File: config.mk
export PLATFORM = sky130hd
export DESIGN_NAME = risc16_regfile_port_ctrl_flat
export DESIGN_NICKNAME = d
export VERILOG_FILES = /design/src/rtl/risc16_regfile_port_ctrl_pkg.sv /design/src/rtl/risc16_regfile_port_ctrl_if.sv /design/src/rtl/risc16_regfile_port_ctrl.sv /design/src/flat_wrapper.sv
export SDC_FILE = /design/constraint.sdc
export NUM_CORES = 1
export LEC_CHECK = 0
export CORE_ASPECT_RATIO = 0.75
export CORE_UTILIZATION = 46
export DETAILED_ROUTE_END_ITERATION = 6
export HOLD_SLACK_MARGIN = 0.03
export MAX_ROUTING_LAYER = met4
export PLACE_DENSITY = 0.79
export SLEW_MARGIN = 5
export SYNTH_ARGS = -nofsm -noshare
export SYNTH_HDL_FRONTEND = slang
export SYNTH_SLANG_ARGS = --single-unit
File: constraint.sdc
create_clock -name clk -period 2.5 [get_ports clk]
set_input_delay 0.25 -clock clk [delete_from_list [all_inputs] [get_ports clk]]
set_output_delay 0.25 -clock clk [all_outputs]
set_load 0.01 [all_outputs]
File: src/rtl/risc16_regfile_port_ctrl_pkg.sv
// Shared constants, command opcodes and FSM state encodings for the
// RiSC-16 register-file port controller.
package risc16_regfile_port_ctrl_pkg;

  localparam int WORD_LENGTH  = 16;
  localparam int REG_ADDR_LEN = 3;
  localparam int REG_NUM      = 8;

  // One extra bit so the terminal compare on the last register cannot wrap.
  localparam int CNT_LEN = REG_ADDR_LEN + 1;
  localparam logic [CNT_LEN-1:0] CLEAR_LAST = CNT_LEN'(REG_NUM - 1);

  typedef enum logic [1:0] {
    OP_RSVD  = 2'b00,
    OP_WRITE = 2'b01,
    OP_READ  = 2'b10,
    OP_CLEAR = 2'b11
  } op_e;

  typedef enum logic [2:0] {
    ST_IDLE,
    ST_WRITE,
    ST_READ,
    ST_CLEAR,
    ST_RESP
  } state_e;

endpackage

File: src/rtl/risc16_regfile_port_ctrl_if.sv
// Command and response valid/ready channels of the register-file port
// controller; master is the command issuer, slave is the controller.
interface risc16_regfile_port_ctrl_if;
  import risc16_regfile_port_ctrl_pkg::*;

  logic                    cmd_valid;
  logic                    cmd_ready;
  logic [1:0]              cmd_op;
  logic [REG_ADDR_LEN-1:0] cmd_addr;
  logic [WORD_LENGTH-1:0]  cmd_data;

  logic                    rsp_valid;
  logic                    rsp_ready;
  logic [WORD_LENGTH-1:0]  rsp_data;
  logic [REG_ADDR_LEN-1:0] rsp_addr;
  logic                    rsp_err;

  modport master (
    output cmd_valid, cmd_op, cmd_addr, cmd_data, rsp_ready,
    input  cmd_ready, rsp_valid, rsp_data, rsp_addr, rsp_err
  );

  modport slave (
    input  cmd_valid, cmd_op, cmd_addr, cmd_data, rsp_ready,
    output cmd_ready, rsp_valid, rsp_data, rsp_addr, rsp_err
  );

endinterface

File: src/rtl/risc16_regfile_port_ctrl.sv
// Command-driven initiator for the RiSC-16 register file read port 1 and
// write port; every output is registered from the next-state logic.
module risc16_regfile_port_ctrl
  import risc16_regfile_port_ctrl_pkg::*;
(
  input  logic                    clk,
  input  logic                    rst,
  risc16_regfile_port_ctrl_if.slave bus,
  output logic                    busy,
  output logic [REG_ADDR_LEN-1:0] rf_addr1,
  input  logic [WORD_LENGTH-1:0]  rf_src1,
  output logic [REG_ADDR_LEN-1:0] rf_addrT,
  output logic [WORD_LENGTH-1:0]  rf_trgt,
  output logic                    rf_wen
);

  state_e                  r_state,    w_state_nxt;
  logic [REG_ADDR_LEN-1:0] r_addr,     w_addr_nxt;
  logic [WORD_LENGTH-1:0]  r_data,     w_data_nxt;
  logic [CNT_LEN-1:0]      r_cnt,      w_cnt_nxt;
  logic                    r_cmdReady, w_cmdReady_nxt;
  logic                    r_busy,     w_busy_nxt;
  logic                    r_rspValid, w_rspValid_nxt;
  logic [WORD_LENGTH-1:0]  r_rspData,  w_rspData_nxt;
  logic [REG_ADDR_LEN-1:0] r_rspAddr,  w_rspAddr_nxt;
  logic                    r_rspErr,   w_rspErr_nxt;
  logic                    r_wen,      w_wen_nxt;
  logic [REG_ADDR_LEN-1:0] r_addrT,    w_addrT_nxt;
  logic [WORD_LENGTH-1:0]  r_trgt,     w_trgt_nxt;
  logic [REG_ADDR_LEN-1:0] r_addr1,    w_addr1_nxt;
  op_e                     w_op;

  assign w_op = op_e'(bus.cmd_op);

  always_comb begin
    w_state_nxt    = r_state;
    w_addr_nxt     = r_addr;
    w_data_nxt     = r_data;
    w_cnt_nxt      = r_cnt;
    w_rspValid_nxt = 1'b0;
    w_rspData_nxt  = r_rspData;
    w_rspAddr_nxt  = r_rspAddr;
    w_rspErr_nxt   = r_rspErr;
    w_wen_nxt      = 1'b0;
    w_addrT_nxt    = '0;
    w_trgt_nxt     = '0;
    w_addr1_nxt    = '0;

    case (r_state)
      ST_IDLE: begin
        if (bus.cmd_valid && r_cmdReady) begin
          w_addr_nxt = bus.cmd_addr;
          w_data_nxt = bus.cmd_data;
          case (w_op)
            OP_WRITE: begin
              w_state_nxt = ST_WRITE;
              // Register 0 is hardwired zero, so its write is never issued.
              if (bus.cmd_addr != '0) begin
                w_wen_nxt   = 1'b1;
                w_addrT_nxt = bus.cmd_addr;
                w_trgt_nxt  = bus.cmd_data;
              end
            end
            OP_READ: begin
              w_state_nxt = ST_READ;
              w_addr1_nxt = bus.cmd_addr;
            end
            OP_CLEAR: begin
              w_state_nxt = ST_CLEAR;
              w_cnt_nxt   = CNT_LEN'(1);
              w_wen_nxt   = 1'b1;
              w_addrT_nxt = REG_ADDR_LEN'(1);
            end
            default: begin
              w_state_nxt    = ST_RESP;
              w_rspValid_nxt = 1'b1;
              w_rspData_nxt  = '0;
              w_rspAddr_nxt  = bus.cmd_addr;
              w_rspErr_nxt   = 1'b1;
            end
          endcase
        end
      end
      ST_WRITE: begin
        w_state_nxt    = ST_RESP;
        w_rspValid_nxt = 1'b1;
        w_rspAddr_nxt  = r_addr;
        w_rspErr_nxt   = (r_addr == '0);
        w_rspData_nxt  = (r_addr == '0) ? '0 : r_data;
      end
      ST_READ: begin
        w_state_nxt    = ST_RESP;
        w_rspValid_nxt = 1'b1;
        w_rspData_nxt  = rf_src1;
        w_rspAddr_nxt  = r_addr;
        w_rspErr_nxt   = 1'b0;
      end
      ST_CLEAR: begin
        if (r_cnt == CLEAR_LAST) begin
          w_state_nxt    = ST_RESP;
          w_rspValid_nxt = 1'b1;
          w_rspData_nxt  = WORD_LENGTH'(REG_NUM - 1);
          w_rspAddr_nxt  = '0;
          w_rspErr_nxt   = 1'b0;
        end else begin
          w_cnt_nxt   = r_cnt + 1'b1;
          w_wen_nxt   = 1'b1;
          w_addrT_nxt = REG_ADDR_LEN'(r_cnt + 1'b1);
        end
      end
      ST_RESP: begin
        if (bus.rsp_ready) w_state_nxt = ST_IDLE;
        else               w_rspValid_nxt = 1'b1;
      end
      default: w_state_nxt = ST_IDLE;
    endcase

    w_cmdReady_nxt = (w_state_nxt == ST_IDLE);
    w_busy_nxt     = (w_state_nxt != ST_IDLE);
  end

  always_ff @(posedge clk or negedge rst) begin
    if (!rst) begin
      r_state    <= ST_IDLE;
      r_addr     <= '0;
      r_data     <= '0;
      r_cnt      <= '0;
      r_cmdReady <= 1'b0;
      r_busy     <= 1'b0;
      r_rspValid <= 1'b0;
      r_rspData  <= '0;
      r_rspAddr  <= '0;
      r_rspErr   <= 1'b0;
      r_wen      <= 1'b0;
      r_addrT    <= '0;
      r_trgt     <= '0;
      r_addr1    <= '0;
    end else begin
      r_state    <= w_state_nxt;
      r_addr     <= w_addr_nxt;
      r_data     <= w_data_nxt;
      r_cnt      <= w_cnt_nxt;
      r_cmdReady <= w_cmdReady_nxt;
      r_busy     <= w_busy_nxt;
      r_rspValid <= w_rspValid_nxt;
      r_rspData  <= w_rspData_nxt;
      r_rspAddr  <= w_rspAddr_nxt;
      r_rspErr   <= w_rspErr_nxt;
      r_wen      <= w_wen_nxt;
      r_addrT    <= w_addrT_nxt;
      r_trgt     <= w_trgt_nxt;
      r_addr1    <= w_addr1_nxt;
    end
  end

  assign bus.cmd_ready = r_cmdReady;
  assign bus.rsp_valid = r_rspValid;
  assign bus.rsp_data  = r_rspData;
  assign bus.rsp_addr  = r_rspAddr;
  assign bus.rsp_err   = r_rspErr;
  assign busy          = r_busy;
  assign rf_wen        = r_wen;
  assign rf_addrT      = r_addrT;
  assign rf_trgt       = r_trgt;
  assign rf_addr1      = r_addr1;

endmodule

File: src/flat_wrapper.sv
// flat-port wrapper written by rule: the top's interface ports become plain ports
module risc16_regfile_port_ctrl_flat import risc16_regfile_port_ctrl_pkg::*;
  (clk, rst, busy, rf_addr1, rf_src1, rf_addrT, rf_trgt, rf_wen, bus_cmd_valid, bus_cmd_op, bus_cmd_addr, bus_cmd_data, bus_rsp_ready, bus_cmd_ready, bus_rsp_valid, bus_rsp_data, bus_rsp_addr, bus_rsp_err);
  risc16_regfile_port_ctrl_if bus_i ();
  input  logic clk;
  input  logic rst;
  output logic busy;
  output logic [REG_ADDR_LEN-1:0] rf_addr1;
  input  logic [WORD_LENGTH-1:0] rf_src1;
  output logic [REG_ADDR_LEN-1:0] rf_addrT;
  output logic [WORD_LENGTH-1:0] rf_trgt;
  output logic rf_wen;
  input wire logic [$bits(bus_i.cmd_valid)-1:0] bus_cmd_valid;
  input wire logic [$bits(bus_i.cmd_op)-1:0] bus_cmd_op;
  input wire logic [$bits(bus_i.cmd_addr)-1:0] bus_cmd_addr;
  input wire logic [$bits(bus_i.cmd_data)-1:0] bus_cmd_data;
  input wire logic [$bits(bus_i.rsp_ready)-1:0] bus_rsp_ready;
  output wire logic [$bits(bus_i.cmd_ready)-1:0] bus_cmd_ready;
  output wire logic [$bits(bus_i.rsp_valid)-1:0] bus_rsp_valid;
  output wire logic [$bits(bus_i.rsp_data)-1:0] bus_rsp_data;
  output wire logic [$bits(bus_i.rsp_addr)-1:0] bus_rsp_addr;
  output wire logic [$bits(bus_i.rsp_err)-1:0] bus_rsp_err;
  assign bus_i.cmd_valid = bus_cmd_valid;
  assign bus_i.cmd_op = bus_cmd_op;
  assign bus_i.cmd_addr = bus_cmd_addr;
  assign bus_i.cmd_data = bus_cmd_data;
  assign bus_i.rsp_ready = bus_rsp_ready;
  assign bus_cmd_ready = bus_i.cmd_ready;
  assign bus_rsp_valid = bus_i.rsp_valid;
  assign bus_rsp_data = bus_i.rsp_data;
  assign bus_rsp_addr = bus_i.rsp_addr;
  assign bus_rsp_err = bus_i.rsp_err;
  risc16_regfile_port_ctrl u_core (.clk(clk), .rst(rst), .bus(bus_i), .busy(busy), .rf_addr1(rf_addr1), .rf_src1(rf_src1), .rf_addrT(rf_addrT), .rf_trgt(rf_trgt), .rf_wen(rf_wen));
endmodule
==> results of run 1 <==
==> logic make-up after synthesis <==
kind of cell	synth area share (%)
AO/OA/AOI/OAI	11.4
XOR/XNOR	0.615
adder cells (fa/ha/maj)	0.439
buffers and inverters	4.39
flip-flops	63.2
multiplexers	7.51
AND/OR/NAND/NOR	12.4
==> registers in the layout, indices dropped and copies added, names as in the netlist <==
| register | count |
|---|---|
| u_core.rf_wen | 1 |
| u_core.rf_addrT | 3 |
| u_core.bus.rsp_err | 1 |
| u_core.busy | 1 |
| u_core.r_addr | 3 |
| u_core.bus.rsp_data | 16 |
| u_core.r_cnt | 4 |
| u_core.bus.rsp_addr | 3 |
| u_core.r_data | 16 |
| u_core.bus.cmd_ready | 1 |
| u_core.bus.rsp_valid | 1 |
| u_core.r_state | 3 |
| u_core.rf_trgt | 16 |
| u_core.rf_addr1 | 3 |
==> placed cells by master, fill, tap and decap left out, types with 3 or more instances in the layout <==
cell type         n
clkbuf_8          9
clkinv_2          3
nor3b_1           3
buf_4             4
clkdlybuf4s50_1  85
a22oi_1           3
a222oi_1         13
and3_1           16
o21ai_1           9
mux2_2           19
inv_1            16
nor2_1           15
dfrtp_1          72
nand2_1          16
a21oi_1           4
==> worst max-delay path, cell delays in order, from the launching register on <==
cell and delay (ns):
dfrtp_1 0.58, and3b_1 0.33, a221o_1 0.60, a222oi_1 0.46
inv_1 0.08
==> through the flow <==
| step | util [%] | hold WS, ns | setup WS, ns | cell area [um^2] | cells |
|---|---|---|---|---|---|
| final | 67.6 | 0.0179 | 0.342 | 3980 | 399 |
| after global placement | 64.5 | 0.428 | 0.313 | 3800 | 384 |
| after CTS | 67.6 | 0.0439 | 0.358 | 3980 | 399 |
| after detailed placement | 64.5 | 0.430 | 0.231 | 3800 | 384 |
| after global routing | 67.6 | 0.0786 | 0.185 | 3980 | 399 |
| after floorplan | - | -0.0456 | 0.697 | 2850 | 229 |
==> cell type report <==
cell class | instances | area, um^2 | area share, %
multi-input cells | 128 | 936 | 23.5
well taps | 78 | 97.6 | 2.45
clock inverters | 6 | 61.3 | 1.54
repair buffers | 90 | 901 | 22.6
inverters | 16 | 60.1 | 1.51
flip-flops and latches | 72 | 1800 | 45.3
clock buffers | 9 | 124 | 3.11
==> power breakdown <==
group          internal, mW  switching, mW
Clock                 0.451          0.423
Sequential             1.54          0.250
Combinational         0.787          0.615
Total                  2.78           1.29
==> worst min path at each step <==
stage | from | end | slack, ns | cells past startpoint
floorplan | rst | u_core.bus.cmd_ready$_DFF_PN0_ | -0.05 | 0
global placement | rst | u_core.busy$_DFF_PN0_ | 0.43 | 1
detailed placement | rst | u_core.bus.rsp_valid$_DFF_PN0_ | 0.43 | 1
CTS | rst | u_core.bus.rsp_valid$_DFF_PN0_ | 0.04 | 1
global route | rst | u_core.bus.rsp_valid$_DFF_PN0_ | 0.08 | 1
finish | rst | u_core.bus.rsp_valid$_DFF_PN0_ | 0.02 | 1
==> metal layers <==
metal  GRT usage [%]  share of wire [%]  routed length (um)  vias up
met3            7.95                7.6                 507        8
met2            33.0                 47                3110       90
met5               -                  0                   0        -
li1                -                  -                   -     1002
met1            30.9                 44                2940     1067
met4            9.06                1.5                  97        0
==> results.cfg, run 1 <==
[synthesis]
synth_common_cells = 72 x dfrtp_1, 19 x mux2_2, 16 x and3_1, 16 x inv_1, 16 x nand2_1
async_flop_share_pct = 100
yosys_warnings = 0
synth_area_leaders = dfrtp_1 63%, mux2_2 7.5%, a222oi_1 4.6%
synth_edf_count = 0
synth_area_um2 = 2850
synthMostInstantiatedCell = dfrtp_1
yosysSeqAreaShare_pct = 63.2
netlist_instances = 229
syn_nets = 271
yosysTopAreaCellShare_pct = 63.2
syn_area_per_cell_um2 = 12.4
synth_top_cell_by_area = dfrtp_1
synth_ff_type = dfrtp_1
synth.ff_latch_count = 72
synth_cell_types = 41

[clock_tree]
clockBufferDepth = 2
cts_buffers = 9
cts_tree = done
htree_levels = 3
cts_resized = 0
clock-sinks = 72
clk_latency_ns = 0.35
clk_pin_slew_ns = 0.07
post_cts_buffers = 0
clock-root-buffer = clkbuf_8
cts_hold_buf = 0

[critical_path]
rr_startpoint = u_core.r_state[0]$_DFF_PN0_
path_max_fanout = 18
worst_ep_arrival_time_ns = 2.39
r2r_cells = 4
r2r_slack_ns = 0.34
reg2reg_to = u_core.bus.rsp_data[4]$_DFFE_PN0P_
critPathLaunchType = register
worst-setup-path-type = register to register
critPathLaunch = u_core.r_state[0]$_DFF_PN0_
critPathRequiredTime_ns = 2.73
worstSetupEndpoint = u_core.bus.rsp_data[4]$_DFFE_PN0P_
worstSetupEndpointType = register

[cells_and_area]
diodes = 0
layout.nets = 359
fillers = 458
syn_to_final_growth_pct = 39.7
drive_gt1_share_pct = 13.7

[sta]
setup_viol = 0
worst_pin_slew_ns = 0.983
hold_viol_final = 0
layout_worst_path_cycle_share_pct = 86.3
fmax_mhz = 463
slew_headroom_pct = 34.2
slew_viol_final = 0
period_minus_slack_ns = 2.16
grt_setup_unrepaired = no
fin_setup_tns_ns = 0
skew_ns = 0.00814

[global_routing]
grt_max_degree = 73
grt_use_total_pct = 23.3
grt_pass1_wl_um = 10800
antenna_found_initial = 0
grt-ovfl-total = 0
first_global_vias = 2131

[placement]
io_buffers = 86
dp.final_hpwl_um = 4570
gp_congestion = 0.833

[floorplanning]
core_um2 = 5890
rows = 24
die_h_um = 70.2
initial_core_util_pct = 48.4
die_x_um = 92.9
ioPinCount = 87
design.die.area_um2 = 6520

[pwr]
finalPower_mw = 4.07
pwr_density_cell_nw_per_um2 = 1020
ir_drop_uv = 596
p_leak_nw = 1.86

[routing]
first_pass_iters = 5
drt_first_iter_violations = 169
wl_per_cell_um = 16.7
wl_um = 6660
antenna_left = 0
vias_per_cell = 5.43
vias = 2167
route.detailed.drc = 0

[flow_run]
drv_cap = 0

[worst_hold_path]
worstHoldPathType = input port to async pin

[status]
status = complete, no violations
Note: power is estimated with default switching activity, not from simulation.
==> inputs of run 2 (changes only) <==
CORE_MARGIN = 1   (was unset)
==> results of run 2 <==
The final DEF is identical to that of run 1; final timing and power are the same.
==> inputs of run 3 (changes only) <==
CAP_MARGIN = 25   (was unset)
PLACE_DENSITY = 0.89   (was 0.79)
==> run 3 against run 2 <==
Clock power is 27% higher. Via count is 2.4% higher. Critical path depth is 1 higher. Clock-buffer cell count stayed put. Critical path type unchanged. Highest routed layer unchanged.
==> results.cfg, run 3 (synthesis results as in run 1) <==
[critical_path]
path_delay_family = compound AO/OA/AOI/OAI gates
reg2reg_to = u_core.bus.rsp_data[13]$_DFFE_PN0P_
rr_startpoint = u_core.r_cnt[0]$_DFFE_PN0P_
worstSetupEndpoint = u_core.bus.rsp_data[13]$_DFFE_PN0P_
worst-setup-path-type = register to register
slowest_stage = a221o_1
worst_ep_arrival_time_ns = 2.38
r2r_slack_ns = 0.35
path_max_fanout = 18
r2r_cells = 5
critPathRequiredTime_ns = 2.73
crit_buf_inv = 1
critPathLaunchType = register
slowest_delay_ns = 0.67
worstSetupEndpointType = register
critPathLaunch = u_core.r_cnt[0]$_DFFE_PN0P_
cp_cell_sequence = ha_1 > nand3b_1 > a221o_1 > a222oi_1 > inv_1
path_depth = 5

[routing]
wl_per_cell_um = 17.5
vias = 2220
antenna_left = 0
route.detailed.drc = 0
first_pass_iters = 6
drt_first_iter_violations = 220
vias_per_cell = 5.48
wl_um = 7070

[sta]
period_minus_slack_ns = 2.15
fmax_mhz = 465
fin_setup_tns_ns = 0
setup_ws_ns = 0.349
hold_viol_final = 0
setup_viol = 0
grt_setup_unrepaired = no
worst_pin_slew_ns = 0.991
layout_worst_path_cycle_share_pct = 86.0
hold-worst-slack_ns = 0.476
slew_headroom_pct = 33.7
skew_ns = 0.0119
slew_viol_final = 0

[clock_tree]
clock-sinks = 72
clk_pin_slew_ns = 0.08
cts_tree = done
cts_resized = 0
cts_buffers = 9
clockBufferDepth = 2
clock-root-buffer = clkbuf_8
clk_latency_ns = 0.35
htree_levels = 3

[placement]
dp.final_hpwl_um = 4960
io_buffers = 86
placed_area_um2 = 3820
preCtsSetupSlack_ns = 0.164
gp_congestion = 0.896

[global_routing]
antenna_found_initial = 0
grt_max_degree = 40
first_global_vias = 2250
grt_pass1_wl_um = 11500
grt-ovfl-total = 0
grt_use_total_pct = 24.5

[cells_and_area]
layout_common_cells = 85 x clkdlybuf4s50_1, 72 x dfrtp_1, 19 x mux2_2
syn_to_final_growth_pct = 43.0
fillers = 438
utilization_pct = 69.2
drive_gt1_share_pct = 15.0
final_common_cell = clkdlybuf4s50_1
diodes = 0
layout.nets = 364
postLayoutCellArea_um2 = 4080

[status]
status = complete, no violations

[pwr]
pwr_density_cell_nw_per_um2 = 1060
ir_drop_uv = 500
p_leak_nw = 1.91

[floorplanning]
initial_core_util_pct = 48.4
design.die.area_um2 = 6520
die_h_um = 70.2
die_x_um = 92.9
rows = 24
ioPinCount = 87
core_um2 = 5890

[worst_hold_path]
worstHoldPathType = input port to register

[flow_run]
drv_cap = 0
## run 3: cell types whose count changed in the layout (fill, tap and decap cells not counted), sizes merged
cell / before / now
clkinvlp: 1 / 0
bufinv: 1 / 3
buf: 5 / 9
clkinv: 4 / 3
inv: 16 / 17
dlygate4sd3: 0 / 1
## run 3: per-stage QoR
step,std cells,power [mW]
global route,405,4.58
finish,405,4.34
CTS,405,4.36
detailed placement,388,3.24
floorplan,229,2.55
global placement,388,3.15
## run 3: worst min path at each step
stage	startpoint	endpoint	slack, ns	cells past startpoint
after floorplan	rst	u_core.bus.cmd_ready$_DFF_PN0_	-0.05	0
after global placement	rst	u_core.bus.rsp_data[1]$_DFFE_PN0P_	0.36	1
after detailed placement	rst	u_core.bus.rsp_data[1]$_DFFE_PN0P_	0.37	1
after CTS	bus_cmd_data[12]	u_core.rf_trgt[12]$_DFF_PN0_	0.47	2
after global routing	bus_cmd_data[12]	u_core.rf_trgt[12]$_DFF_PN0_	0.47	2
final	bus_cmd_data[12]	u_core.rf_trgt[12]$_DFF_PN0_	0.48	2
## run 3: worst reg2reg max path: cells and delay by family (launching register included)
family          cells  cell delay [ns]
compound gates      2             1.14
flops               1             0.43
fa+ha+maj           1             0.21
simple gates        1             0.17
buf+inv             1             0.08
## run 3: power by group
| group | switching, mW | total [mW] | internal [mW] |
|---|---|---|---|
| logic | 0.647 | 1.44 | 0.788 |
| registers | 0.250 | 1.79 | 1.54 |
| clock network | 0.450 | 1.11 | 0.664 |
## run 3: final cells by class
cell class              instances  area (um^2)  share of cell area, %
flip-flops and latches         72         1800                   44.2
repair buffers                 95          938                   23.0
multi-input cells             128          936                   23.0
clock buffers                   9          124                   3.04
clock inverters                 7          118                   2.89
well taps                      78         97.6                   2.39
inverters                      16         60.1                   1.47
## run 3: routing by layer
metal / vias to the layer above / global-route usage (%) / share of wire [%]
li1: 1015 / - / -
met5: - / - / 0
met1: 1102 / 31.4 / 42
met3: 6 / 7.63 / 7.5
met4: 0 / 7.86 / 0.83
met2: 97 / 37.3 / 49
## run 3: what timing repair did
action / in CTS / in global routing
endpoints found under the hold margin: 33 / 0
hold buffers: 1 / 0
setup buffers: 0 / 0
